==> src/rtl/cpu_pkg.sv <==
// Shared CPU definitions: opcode and func3 constants, LSU state encoding and
// the request record captured by the load/store unit.
package cpu_pkg;

  localparam logic [4:0] OpLoad  = 5'b00000;
  localparam logic [4:0] OpStore = 5'b01000;

  localparam logic [2:0] F3Byte  = 3'b000;
  localparam logic [2:0] F3Half  = 3'b001;
  localparam logic [2:0] F3Word  = 3'b010;
  localparam logic [2:0] F3ByteU = 3'b100;
  localparam logic [2:0] F3HalfU = 3'b101;

  typedef enum logic [1:0] {
    StIdle,
    StReq,
    StWait,
    StDone
  } lsu_state_t;

  typedef enum logic [1:0] {
    SzByte,
    SzHalf,
    SzWord
  } lsu_size_t;

  typedef struct packed {
    logic        is_load;
    logic [2:0]  func3;
    logic [31:0] addr;
    logic [31:0] wdata;
  } lsu_req_t;

  // Unlisted func3 encodings fall back to a full-word access.
  function automatic lsu_size_t f3_size(logic [2:0] f3);
    lsu_size_t sz;
    unique case (f3)
      F3Byte, F3ByteU: sz = SzByte;
      F3Half, F3HalfU: sz = SzHalf;
      F3Word:          sz = SzWord;
      default:         sz = SzWord;
    endcase
    return sz;
  endfunction

  function automatic logic is_misaligned(logic [2:0] f3, logic [1:0] addr_lo);
    logic mis;
    unique case (f3_size(f3))
      SzHalf:  mis = addr_lo[0];
      SzWord:  mis = (addr_lo != 2'b00);
      default: mis = 1'b0;
    endcase
    return mis;
  endfunction

endpackage

==> src/rtl/mem_lsu_if.sv <==
// Data-memory request/response bus between the LSU (master) and memory (slave).
interface mem_lsu_if;

  logic        dm_req;
  logic [3:0]  dm_we;
  logic [31:0] dm_addr;
  logic [31:0] dm_wdata;
  logic        dm_gnt;
  logic        dm_rvalid;
  logic [31:0] dm_rdata;

  modport master (
    output dm_req,
    output dm_we,
    output dm_addr,
    output dm_wdata,
    input  dm_gnt,
    input  dm_rvalid,
    input  dm_rdata
  );

  modport slave (
    input  dm_req,
    input  dm_we,
    input  dm_addr,
    input  dm_wdata,
    output dm_gnt,
    output dm_rvalid,
    output dm_rdata
  );

endinterface

==> src/rtl/lsu_align.sv <==
// Byte-lane logic: store strobes and lane-replicated write data, load lane
// extraction with sign/zero extension. Misaligned low address bits are ignored.
module lsu_align
  import cpu_pkg::*;
(
  input  logic [2:0]  func3,
  input  logic [1:0]  addr_lo,
  input  logic [31:0] st_data,
  input  logic [31:0] rdata,
  output logic [3:0]  be,
  output logic [31:0] wdata,
  output logic [31:0] ld_data
);

  lsu_size_t   size;
  logic        zext;
  logic [7:0]  byte_sel;
  logic [15:0] half_sel;

  assign size     = f3_size(func3);
  assign zext     = func3[2];
  assign byte_sel = rdata[{addr_lo, 3'b000} +: 8];
  assign half_sel = rdata[{addr_lo[1], 4'b0000} +: 16];

  always_comb begin
    be      = 4'b0000;
    wdata   = '0;
    ld_data = '0;
    unique case (size)
      SzByte: begin
        be      = 4'b0001 << addr_lo;
        wdata   = {4{st_data[7:0]}};
        ld_data = zext ? {24'h0, byte_sel} : {{24{byte_sel[7]}}, byte_sel};
      end
      SzHalf: begin
        be      = 4'b0011 << {addr_lo[1], 1'b0};
        wdata   = {2{st_data[15:0]}};
        ld_data = zext ? {16'h0, half_sel} : {{16{half_sel[15]}}, half_sel};
      end
      default: begin
        be      = 4'b1111;
        wdata   = st_data;
        ld_data = rdata;
      end
    endcase
  end

endmodule

==> src/rtl/mem_lsu.sv <==
// M-stage load/store unit: IDLE/REQ/WAIT/DONE handshake with data memory.
// Optional MISALIGN_CHECK_EN adds MEM_misalign and suppresses misaligned accesses.
module mem_lsu
  import cpu_pkg::*;
(
  input  logic        clk,
  input  logic        rst_n,
  input  logic        IF_DONE,
  input  logic [4:0]  MEM_op,
  input  logic [2:0]  MEM_func3,
  input  logic [31:0] MEM_aluOut,
  input  logic [31:0] MEM_rs2_data,
  output logic        MEM_DONE,
  output logic [31:0] MEM_ld_data,
`ifdef MISALIGN_CHECK_EN
  output logic        MEM_misalign,
`endif
  mem_lsu_if.master   dm
);

  lsu_state_t  state_q, state_d;
  lsu_req_t    live_req, req_q, cur_req;
  logic        mem_op;
  logic        live_misalign;
  logic        req_c;
  logic [31:0] ld_q, ld_d;
  logic [31:0] ld_ext;
  logic [3:0]  be;
  logic [31:0] wdata_lane;

  assign mem_op = (MEM_op == OpLoad) || (MEM_op == OpStore);

  always_comb begin
    live_req.is_load = (MEM_op == OpLoad);
    live_req.func3   = MEM_func3;
    live_req.addr    = MEM_aluOut;
    live_req.wdata   = MEM_rs2_data;
  end

  // Once issued, the request is replayed from req_q so dm_* cannot drift in REQ/WAIT.
  assign cur_req = (state_q == StIdle) ? live_req : req_q;

`ifdef MISALIGN_CHECK_EN
  logic misalign_q;

  assign live_misalign = mem_op && is_misaligned(MEM_func3, MEM_aluOut[1:0]);

  always_ff @(posedge clk or negedge rst_n) begin
    if (!rst_n) begin
      misalign_q <= 1'b0;
    end else if (state_q == StIdle) begin
      misalign_q <= live_misalign;
    end
  end

  assign MEM_misalign = misalign_q && (state_q == StDone);
`else
  assign live_misalign = 1'b0;
`endif

  lsu_align u_align (
    .func3   (cur_req.func3),
    .addr_lo (cur_req.addr[1:0]),
    .st_data (cur_req.wdata),
    .rdata   (dm.dm_rdata),
    .be      (be),
    .wdata   (wdata_lane),
    .ld_data (ld_ext)
  );

  always_ff @(posedge clk or negedge rst_n) begin
    if (!rst_n) begin
      state_q <= StIdle;
      ld_q    <= '0;
      req_q   <= '0;
    end else begin
      state_q <= state_d;
      ld_q    <= ld_d;
      if (state_q == StIdle) begin
        req_q <= live_req;
      end
    end
  end

  always_comb begin
    state_d  = state_q;
    ld_d     = ld_q;
    req_c    = 1'b0;
    MEM_DONE = 1'b0;
    unique case (state_q)
      StIdle, StReq: begin
        if ((state_q == StIdle) && !mem_op) begin
          MEM_DONE = 1'b1;
        end else if ((state_q == StIdle) && live_misalign) begin
          state_d = StDone;
          ld_d    = '0;
        end else begin
          req_c = 1'b1;
          if (!dm.dm_gnt) begin
            state_d = StReq;
          end else if (!cur_req.is_load) begin
            state_d = StDone;
          end else if (dm.dm_rvalid) begin
            state_d = StDone;
            ld_d    = ld_ext;
          end else begin
            state_d = StWait;
          end
        end
      end
      StWait: begin
        if (dm.dm_rvalid) begin
          state_d = StDone;
          ld_d    = ld_ext;
        end
      end
      StDone: begin
        MEM_DONE = 1'b1;
        if (IF_DONE) begin
          state_d = StIdle;
        end
      end
      default: state_d = StIdle;
    endcase
  end

  // The IDLE request is combinational on the op, so reset must mask it directly.
  assign dm.dm_req     = req_c & rst_n;
  assign dm.dm_we      = (req_c && !cur_req.is_load) ? be : 4'b0000;
  assign dm.dm_addr    = {cur_req.addr[31:2], 2'b00};
  assign dm.dm_wdata   = wdata_lane;
  assign MEM_ld_data   = ld_q;

endmodule

==> src/flat_wrapper.sv <==
// flat-port wrapper written by rule: the top's interface ports become plain ports
module mem_lsu_flat import cpu_pkg::*;
  (clk, rst_n, IF_DONE, MEM_op, MEM_func3, MEM_aluOut, MEM_rs2_data, MEM_DONE, MEM_ld_data, dm_dm_req, dm_dm_we, dm_dm_addr, dm_dm_wdata, dm_dm_gnt, dm_dm_rvalid, dm_dm_rdata);
  mem_lsu_if dm_i ();
  input  logic clk;
  input  logic rst_n;
  input  logic IF_DONE;
  input  logic [4:0] MEM_op;
  input  logic [2:0] MEM_func3;
  input  logic [31:0] MEM_aluOut;
  input  logic [31:0] MEM_rs2_data;
  output logic MEM_DONE;
  output logic [31:0] MEM_ld_data;
  output wire logic [$bits(dm_i.dm_req)-1:0] dm_dm_req;
  output wire logic [$bits(dm_i.dm_we)-1:0] dm_dm_we;
  output wire logic [$bits(dm_i.dm_addr)-1:0] dm_dm_addr;
  output wire logic [$bits(dm_i.dm_wdata)-1:0] dm_dm_wdata;
  input wire logic [$bits(dm_i.dm_gnt)-1:0] dm_dm_gnt;
  input wire logic [$bits(dm_i.dm_rvalid)-1:0] dm_dm_rvalid;
  input wire logic [$bits(dm_i.dm_rdata)-1:0] dm_dm_rdata;
  assign dm_dm_req = dm_i.dm_req;
  assign dm_dm_we = dm_i.dm_we;
  assign dm_dm_addr = dm_i.dm_addr;
  assign dm_dm_wdata = dm_i.dm_wdata;
  assign dm_i.dm_gnt = dm_dm_gnt;
  assign dm_i.dm_rvalid = dm_dm_rvalid;
  assign dm_i.dm_rdata = dm_dm_rdata;
  mem_lsu u_core (.clk(clk), .rst_n(rst_n), .IF_DONE(IF_DONE), .MEM_op(MEM_op), .MEM_func3(MEM_func3), .MEM_aluOut(MEM_aluOut), .MEM_rs2_data(MEM_rs2_data), .MEM_DONE(MEM_DONE), .MEM_ld_data(MEM_ld_data), .dm(dm_i));
endmodule
==> config.mk <==
export PLATFORM = sky130hd
export DESIGN_NAME = mem_lsu_flat
export DESIGN_NICKNAME = d
export VERILOG_FILES = /design/src/rtl/cpu_pkg.sv /design/src/rtl/mem_lsu_if.sv /design/src/rtl/lsu_align.sv /design/src/rtl/mem_lsu.sv /design/src/flat_wrapper.sv
export SDC_FILE = /design/constraint.sdc
export NUM_CORES = 1
export LEC_CHECK = 0
export CORE_MARGIN = 5
export CORE_UTILIZATION = 47
export CTS_CLUSTER_SIZE = 20
export DETAILED_ROUTE_END_ITERATION = 8
export GPL_ROUTABILITY_DRIVEN = 1
export PLACE_DENSITY_LB_ADDON = 0.3
export SLEW_MARGIN = 30
export SYNTH_ARGS = -nofsm -noshare
export SYNTH_HDL_FRONTEND = slang
export SYNTH_SLANG_ARGS = --single-unit
==> constraint.sdc <==
create_clock -name clk -period 4.69 [get_ports clk]
set_input_delay 0.469 -clock clk [delete_from_list [all_inputs] [get_ports clk]]
set_output_delay 0.469 -clock clk [all_outputs]
set_load 0.1 [all_outputs]
==> results of run 1 <==
tightest hold or removal path, stage by stage, from the launching register on:
cell and delay (ns):
dfrtp_1 0.33, nand2_1 0.05, nand2_1 0.07
state kept, by name, indices dropped and copies added, names as in the netlist:
| register | flops |
|---|---|
| u_core.state_q | 2 |
| u_core.MEM_ld_data | 32 |
| u_core.req_q | 68 |
routing by layer:
layer  vias up  track usage
li1       2260            -
met1      2181        0.281
met2       193        0.362
met3        25       0.0779
met4         0       0.0681
met5         -            0
layout make-up:
type | instances | area (um^2) | area share
Timing Repair Buffer | 217 | 2100 | 0.291
Sequential cell | 102 | 2550 | 0.353
Tap cell | 140 | 175 | 0.0242
Clock buffer | 11 | 141 | 0.0196
Clock inverter | 4 | 56.3 | 0.00779
Inverter | 24 | 95.1 | 0.0132
Multi-Input combinational cell | 409 | 2110 | 0.292
stage by stage:
step / instance area, um^2 / hold WS, ns / setup slack (ns)
final: 7230 / 0.480 / 1.19
after global routing: 7230 / 0.503 / 0.915
after CTS: 7220 / 0.483 / 1.19
after detailed placement: 7020 / 0.395 / 1.26
after global placement: 7000 / 0.391 / 1.40
after floorplan: 5190 / 0.173 / 0.927
Yosys cell counts, drive strengths merged:
cell    instances  area (um^2)
nand2         203          762
dfrtp         102         2550
nor2           51          194
buf            50          374
a21oi          38          228
mux2i          31          310
o21ai          29          145
clkbuf         24         90.1
inv            22         82.6
a31oi           6         37.5
a22oi           5         37.5
a41oi           5         43.8
a32oi           4         35.0
nand2b          3         18.8
nor3            3         15.0
o211ai          3         22.5
o21a            3         22.5
a211oi          2         20.0
and3            2         12.5
clkinv          2         12.5
nor3b           2         15.0
o31ai           2         15.0
a2111o          1         11.3
a21boi          1         7.51
and2            1         8.76
and3b           1         8.76
conb            1         3.75
nor2b           1         6.26
nor4            1         6.26
o211a           1         10.0
o221ai          1         8.76
o22ai           1         6.26
o311a           1         21.3
o31a            1         8.76
or2             1         6.26
or3b            1         8.76
or4             1         7.51
or4b            1         10.0
worst max path at each step:
stage	start	endpoint	slack, ns
6_report	u_core.state_q[1]	dm_dm_wdata[1]	1.19
4_1_cts	u_core.state_q[1]	dm_dm_wdata[1]	1.19
3_3_place_gp	MEM_op[1]	dm_dm_req	1.40
2_1_floorplan	u_core.state_q[0]	MEM_DONE	0.93
3_5_place_dp	MEM_op[1]	dm_dm_req	1.26
5_1_grt	u_core.state_q[1]	dm_dm_wdata[25]	0.92
repair_timing:
item | 4_1_cts | 5_1_grt
endpoints found under the setup margin | 0 | 0
hold buffers | 1 | 0
gates resized for setup | 0 | 0
hold endpoints to repair | 24 | 0
placed cells by master (no fill, tap or decap), types with 2 or more instances in the layout:
| cell type | n |
|---|---|
| a21oi_1 | 28 |
| a21oi_2 | 10 |
| a22oi_1 | 5 |
| a31oi_1 | 6 |
| a32oi_1 | 4 |
| a41oi_1 | 5 |
| and3_1 | 2 |
| buf_4 | 35 |
| clkbuf_8 | 10 |
| clkdlybuf4s50_1 | 178 |
| clkinv_4 | 3 |
| conb_1 | 2 |
| dfrtp_1 | 102 |
| inv_1 | 22 |
| mux2i_1 | 30 |
| nand2_1 | 203 |
| nand2b_1 | 3 |
| nor2_1 | 50 |
| nor3_1 | 3 |
| nor3b_1 | 2 |
| o211ai_1 | 3 |
| o21a_1 | 3 |
| o21ai_0 | 28 |
| o31ai_1 | 2 |
kinds of logic (layout without fill, tap and decap cells):
family,after synthesis,in the layout,share of synthesized area
other,1,2,0.000723
and+or+nand+nor,272,272,0.208
muxes,31,31,0.0598
AOI/OAI and AO/OA,104,104,0.131
buffers and inverters,98,256,0.108
DFF,102,102,0.492
==> reports/results.ini, run 1 <==
[status]
outcome=completed

[cts]
cts_tree=done
root_buffer=clkbuf_8
clockBufferDepth=2
cts_sinks=102
cts_buffers=9
htreeDepth=3
clk_pin_slew_ns=0.10
clk_latency_ns=0.37
cts_setup_buffers=0

[routing]
totalWireLength_um=14800
vias=4659
drtIter0Drc=280
drc_errors=0
ant_nets=0
top_layer=met4
wl_met2_um=7130
m1WireLength_um=5930
firstDrtPassIters=5
route.met3.wl_um=1400
vias_per_cell=5.14
avgRoutedWirePerCell_um=16.3

[critical_path]
slowest_delay_ns=1.16
critical_path_arrival_ns=3.03
cp_cell_sequence=nor2_4, buf_12, mux2i_1, inv_1, clkdlybuf4s50_1
r2r-start=u_core.state_q[1]
path_buf_inv=3
cp-end-kind=output pin
cp_top_family=buffers and inverters
cp.depth=5
crit_fanout=72
cp-start-kind=flip-flop
worstPathRequired_ns=4.22
path_class=reg2out
r2r_setup_slack_ns=1.67
cpMaxStageDelayCell=clkdlybuf4s50_1
ff2ff_path_depth=7
r2r_end=u_core.MEM_ld_data[30]

[layout]
nFillCells=902
num_antenna_cells=0
post-route-util=0.667
drive_gt1_frac=0.0926
final_cells=907
layout.nets=872
syn_to_final_growth_pct=39.4

[worst_hold_path]
worstHoldStart=u_core.req_q[17]
hold_class=reg2reg
worstHoldPathCells=2
hold_end=u_core.req_q[17]

[grt]
antenna_found_initial=0
grt_overflow_total=0
grt_max_degree=78
grt_pass1_wl_um=23500
track_usage=0.223
grt_pass1_vias=4710

[synth]
yosysUniqueCellTypes=47
netlist_area_um2=5190
synth_seq_area_share=0.492
yosysWarnings=0
syn_inst=608
yosys_register_bits=102
synth.avg_cell_area_um2=8.53

[place]
dp_hpwl_um=10900
place_inst=891
gp_congestion=0.896
io_buffers=208

[die]
core_um2=10800
die_h_um=115
start_util=0.478
rows=38
ios=211
dieArea_um2=13200
die_w_um=115

[sta]
setup_viol_count_final=0
hold_viol=0
slew_viol_final=0
rsz0062_at_grt=no
worst_slew_pin_slew_ns=1.02
max_freq_mhz=286
maxSlewHeadroom=0.316
fin_crit_sh=0.747
fin_setup_tns_ns=0
fin_worst_skew_ns=0.0151
period_needed_ns=3.50

[job]
drv_cap=0

Power of run 1 is left out: the tool's default activity adds up to more than one toggle a clock period on the data nets, which glitch-free logic cannot reach.
==> run 2, diff against run 1 <==
--- a/config.mk
+++ b/config.mk
@@ -6,7 +6,7 @@
 export NUM_CORES = 1
 export LEC_CHECK = 0
 export CORE_MARGIN = 5
-export CORE_UTILIZATION = 47
+export CORE_UTILIZATION = 39
 export CTS_CLUSTER_SIZE = 20
 export DETAILED_ROUTE_END_ITERATION = 8
 export GPL_ROUTABILITY_DRIVEN = 1
==> constraint.sdc (replaced) <==
create_clock -name clk -period 3.15 [get_ports clk]
set_input_delay 0.315 -clock clk [delete_from_list [all_inputs] [get_ports clk]]
set_output_delay 0.315 -clock clk [all_outputs]
set_load 0.1 [all_outputs]
==> reports/results.ini, run 2 (same netlist as run 1, synthesis figures left out) <==
[status]
outcome=completed

[critical_path]
path_class=reg2out
cp-start-kind=flip-flop
critical_path_arrival_ns=2.64  ; -0.39 ns
crit_fanout=27  ; -63%
cp-end-kind=output pin
worstPathRequired_ns=2.83  ; -1.39 ns

[die]
core_um2=13100  ; +21%
die_w_um=125  ; +8.9%
dieArea_um2=15700  ; +19%
die_h_um=125  ; +8.9%
ios=211  ; unchanged
start_util=0.395  ; -0.0837
rows=42  ; +11%

[cts]
root_buffer=clkbuf_16
cts_setup_buffers=0  ; unchanged
clk_pin_slew_ns=0.07  ; -0.03 ns
cts-resized-gates=0  ; unchanged
cts_sinks=102  ; unchanged
cts_tree=done
cts_buffers=9  ; unchanged
htreeDepth=3  ; unchanged
clockBufferDepth=2  ; unchanged
cts_hold_buf=0  ; -1
clk_latency_ns=0.34  ; -0.03 ns

[layout]
drive_gt1_frac=0.188  ; +0.0950
regMostFlops=u_core.req_q
syn_to_final_growth_pct=56.4
post-route-util=0.617  ; -0.0494
num_antenna_cells=0  ; unchanged
layout_commonest_cell=nand2_1
layout.nets=878  ; +0.69%
final_cells=949  ; +4.6%
largest_reg_flops=68  ; unchanged
layout_common_cells=nand2_1 (203), clkdlybuf4s50_1 (137), dfrtp_1 (102), buf_12 (58), nor2_1 (50)

[grt]
grt_pass1_vias=4951  ; +5.1%
use_met1=0.253  ; -0.0278
use_met2=0.334  ; -0.0285
grt_pass1_wl_um=25600  ; +9.1%
busiest_layer=met2
antenna_found_initial=0  ; unchanged
grtUsageMet3=0.0550  ; -0.0229
grt_overflow_total=0  ; unchanged
grt_max_degree=59  ; -24%
track_usage=0.203  ; -0.0202

[routing]
drtIter0Drc=264  ; -5.7%
vias_per_cell=5.01  ; -2.4%
vias=4759  ; +2.1%
ant_nets=0  ; unchanged
firstDrtPassIters=5  ; unchanged
totalWireLength_um=16100  ; +8.8%
drc_errors=0  ; unchanged
avgRoutedWirePerCell_um=17.0  ; +4.0%

[sta]
fin_setup_tns_ns=0  ; unchanged
fin_worst_skew_ns=0.00571  ; -0.00935 ns
fin_crit_sh=0.937
max_freq_mhz=339
hold_viol=0  ; unchanged
worst_slew_pin_slew_ns=1.00  ; -0.0208 ns
period_needed_ns=2.95
slew_viol_final=0  ; unchanged
worst_slack_ns=0.200  ; -0.989 ns
maxSlewHeadroom=0.330  ; +0.0139
rsz0062_at_grt=no
setup_viol_count_final=0  ; unchanged

[place]
dp_hpwl_um=12100  ; +10%
place_inst=933  ; +4.7%
io_buffers=208  ; unchanged
gp_congestion=0.898  ; +0.17%
dp_worst_setup_slack_ns=0.316  ; -0.942 ns

[worst_hold_path]
hold_class=in2async

[job]
drv_cap=0  ; unchanged

## run 2: cell count changes in the layout (fill, tap and decap cells not counted), sizes merged
cell,change
inv,-2
clkinvlp,+2
buf,+47
clkbuf,+3
clkdlybuf4s50,-41
dlygate4sd3,-1
clkinv,-2
## run 2: metrics by stage
| step | hold WS, ns | instance area, um^2 |
|---|---|---|
| detailed placement | 0.459 | 7810 |
| finish | 0.0918 | 8110 |
| global route | 0.133 | 8110 |
| floorplan | 0.0194 | 5290 |
| global placement | 0.455 | 7810 |
| CTS | 0.104 | 8100 |
## run 2: metal layers
metal,vias up,share of wire
met5,-,0
met4,0,0.029
met3,31,0.070
met2,208,0.48
met1,2260,0.42
li1,2260,-
## run 2: final cells by class
| type | count | area, um^2 |
|---|---|---|
| Fill cell | 1074 | 5030 |
| Timing Repair Buffer | 222 | 2740 |
| Sequential cell | 102 | 2550 |
| Multi-Input combinational cell | 409 | 2210 |
| Clock buffer | 14 | 254 |
| Tap cell | 176 | 220 |
| Inverter | 24 | 98.8 |
| Clock inverter | 1 | 30.0 |
| Timing Repair inverter | 1 | 7.51 |
## run 2: worst paths after layout
check | slack [ns] | startpoint | endpoint | cells past startpoint
hold / removal | 0.09 | rst_n | u_core.req_q[37] | 2
min in group clk | 0.47 | u_core.req_q[27] | u_core.req_q[27] | 2
setup / recovery | 0.20 | u_core.state_q[1] | dm_dm_wdata[17] | 7
setup reg to reg | 0.40 | u_core.state_q[1] | u_core.MEM_ld_data[12] | 7
hold reg to reg | 0.47 | u_core.req_q[27] | u_core.req_q[27] | 2
max in group asynchronous | 2.49 | rst_n | u_core.MEM_ld_data[14] | 2
## run 2: critical path: stages, from the launching register on
cell	delay [ns]
dfrtp_1	0.54
nor2_4	0.27
buf_4	0.35
mux2i_4	0.34
buf_4	0.32
nor2_1	0.10
a21oi_2	0.17
buf_12	0.20
Power of run 2 is left out for the same reason.
==> run 3, diff against run 2 <==
--- a/config.mk
+++ b/config.mk
@@ -5,7 +5,7 @@
 export SDC_FILE = /design/constraint.sdc
 export NUM_CORES = 1
 export LEC_CHECK = 0
-export CORE_MARGIN = 5
+export CORE_MARGIN = 4
 export CORE_UTILIZATION = 39
 export CTS_CLUSTER_SIZE = 20
 export DETAILED_ROUTE_END_ITERATION = 8
==> reports/results.ini, run 3 (same netlist as run 1, synthesis figures left out) <==
[sta]
period_needed_ns=2.92  ; -0.0258 ns
hold_viol=3  ; +3
fin_crit_sh=0.928  ; -0.00818
fin_setup_tns_ns=0  ; unchanged
max_freq_mhz=342  ; +0.88%
setup_viol_count_final=0  ; unchanged
maxSlewHeadroom=0.324  ; -0.00551
worst_slew_pin_slew_ns=1.01  ; +0.00824 ns
rsz0062_at_grt=no
whs_ns=-0.00314  ; -0.0949 ns
fin_worst_skew_ns=0.00785  ; +0.00213 ns
slew_viol_final=0  ; unchanged

[critical_path]
cp-start-kind=flip-flop
worstPathRequired_ns=2.83  ; about the same
ff2ff_path_depth=7  ; unchanged
path_class=reg2out
startpoint=u_core.state_q[1]
cpMaxStageDelayCell=dfrtp_1
cp.depth=8  ; +1
r2r_end=u_core.MEM_ld_data[17]
crit_fanout=21  ; -22%
cp_cell_sequence=or2_2, mux2i_1, buf_4, clkinvlp_4, nand2_1, o21ai_0, a21oi_2, buf_12
cp_top_family=buffers and inverters
r2r_setup_slack_ns=0.45  ; +0.05 ns
path_buf_inv=3  ; unchanged
critical_path_arrival_ns=2.61  ; -0.03 ns
r2r-start=u_core.state_q[1]
crit_end=dm_dm_wdata[24]
slowest_delay_ns=0.53  ; about the same
cp-end-kind=output pin

[die]
start_util=0.404  ; +0.00963
ios=211  ; unchanged
core_um2=12800  ; -2.4%
dieArea_um2=15200  ; -3.2%
rows=41  ; -2.4%
die_h_um=123  ; -1.6%
die_w_um=123  ; -1.6%

[routing]
totalWireLength_um=15800  ; -1.7%
firstDrtPassIters=5  ; unchanged
ant_nets=0  ; unchanged
avgRoutedWirePerCell_um=16.7  ; -1.3%
vias=4727  ; -0.67%
vias_per_cell=5.00  ; -0.36%
drc_errors=0  ; unchanged
drtIter0Drc=382  ; +45%

[grt]
antenna_found_initial=0  ; unchanged
track_usage=0.206  ; +0.00288
grt_overflow_total=0  ; unchanged
grt_max_degree=55  ; -6.8%
grt_pass1_wl_um=24500  ; -4.4%
grt_pass1_vias=4902  ; -0.99%

[place]
dp_hpwl_um=12000  ; -0.76%
gp_congestion=0.883  ; -1.7%
io_buffers=208  ; unchanged

[layout]
largest_reg_flops=68  ; unchanged
layout.nets=878  ; unchanged
layout_common_cells=nand2_1 (203), clkdlybuf4s50_1 (139), dfrtp_1 (102), buf_12 (68), nor2_1 (50)
regMostFlops=u_core.req_q
syn_to_final_growth_pct=59.5
num_antenna_cells=0  ; unchanged
layout_commonest_cell=nand2_1
drive_gt1_frac=0.189  ; +0.00105

[cts]
cts_tree=done
clk_pin_slew_ns=0.07  ; about the same
htreeDepth=3  ; unchanged
clk_latency_ns=0.34  ; about the same
cts_buffers=9  ; unchanged
clockBufferDepth=2  ; unchanged
cts_sinks=102  ; unchanged
root_buffer=clkbuf_16

[job]
drv_cap=0  ; unchanged

[status]
violations=hold timing
outcome=finished, violations left

[worst_hold_path]
hold_class=in2async

## run 3: cell types whose count changed in the layout (fill, tap and decap cells not counted)
| cell | change |
|---|---|
| buf_12 | +10 |
| mux2i_2 | -1 |
| clkinv_4 | +2 |
| bufinv_16 | +1 |
| clkbuf_8 | -1 |
| clkdlybuf4s50_1 | +2 |
| mux2i_1 | +1 |
| inv_6 | +1 |
| clkbuf_1 | -3 |
| buf_4 | -11 |
## run 3: repair_timing
item	4_1_cts	5_1_grt
setup buffers	0	4
hold buffers	0	0
setup endpoints to repair	0	5
gates resized for setup	0	1
## run 3: worst min path at each step
stage               slack (ns)  cells after the start                     to  startpoint
floorplan                 0.02                      0  u_core.MEM_ld_data[0]       rst_n
global placement          0.38                      1        u_core.req_q[4]       rst_n
detailed placement        0.38                      1       u_core.req_q[28]       rst_n
CTS                       0.01                      1       u_core.req_q[28]       rst_n
global route              0.03                      1       u_core.req_q[12]       rst_n
finish                  -0.003                      1       u_core.req_q[12]       rst_n
## run 3: layout make-up
cell class	count	area, um^2
Fill cell	1046	4550
Timing Repair Buffer	223	2870
Sequential cell	102	2550
Multi-Input combinational cell	409	2210
Clock buffer	10	229
Tap cell	172	215
Inverter	24	98.8
Clock inverter	6	93.8
## run 3: worst reg2reg max path, cell delays in order, from the launching register on
cell and delay (ns):
dfrtp_1 0.53, or3b_1 0.46, and2_4 0.22, clkinv_4 0.11, mux2i_1 0.31, a2111o_1 0.40
o311a_4 0.44, a21oi_1 0.11
## run 3: per-stage QoR
stage / util / setup WS [ns] / cells / hold WS [ns] / cell area (um^2)
finish: 0.645 / 0.226 / 946 / -0.00314 / 8270
detailed placement: 0.617 / 0.269 / 926 / 0.378 / 7920
global route: 0.645 / 0.0288 / 946 / 0.0305 / 8270
global placement: 0.617 / 0.435 / 926 / 0.376 / 7920
CTS: 0.642 / 0.105 / 942 / 0.0121 / 8240
floorplan: - / 0.113 / 609 / 0.0194 / 5290
## run 3: routing by layer
layer,share of wire,global-route usage
met5,0,0
met1,0.41,0.251
met3,0.081,0.0613
met2,0.50,0.359
met4,0.0072,0.0464
Power of run 3 is left out for the same reason.
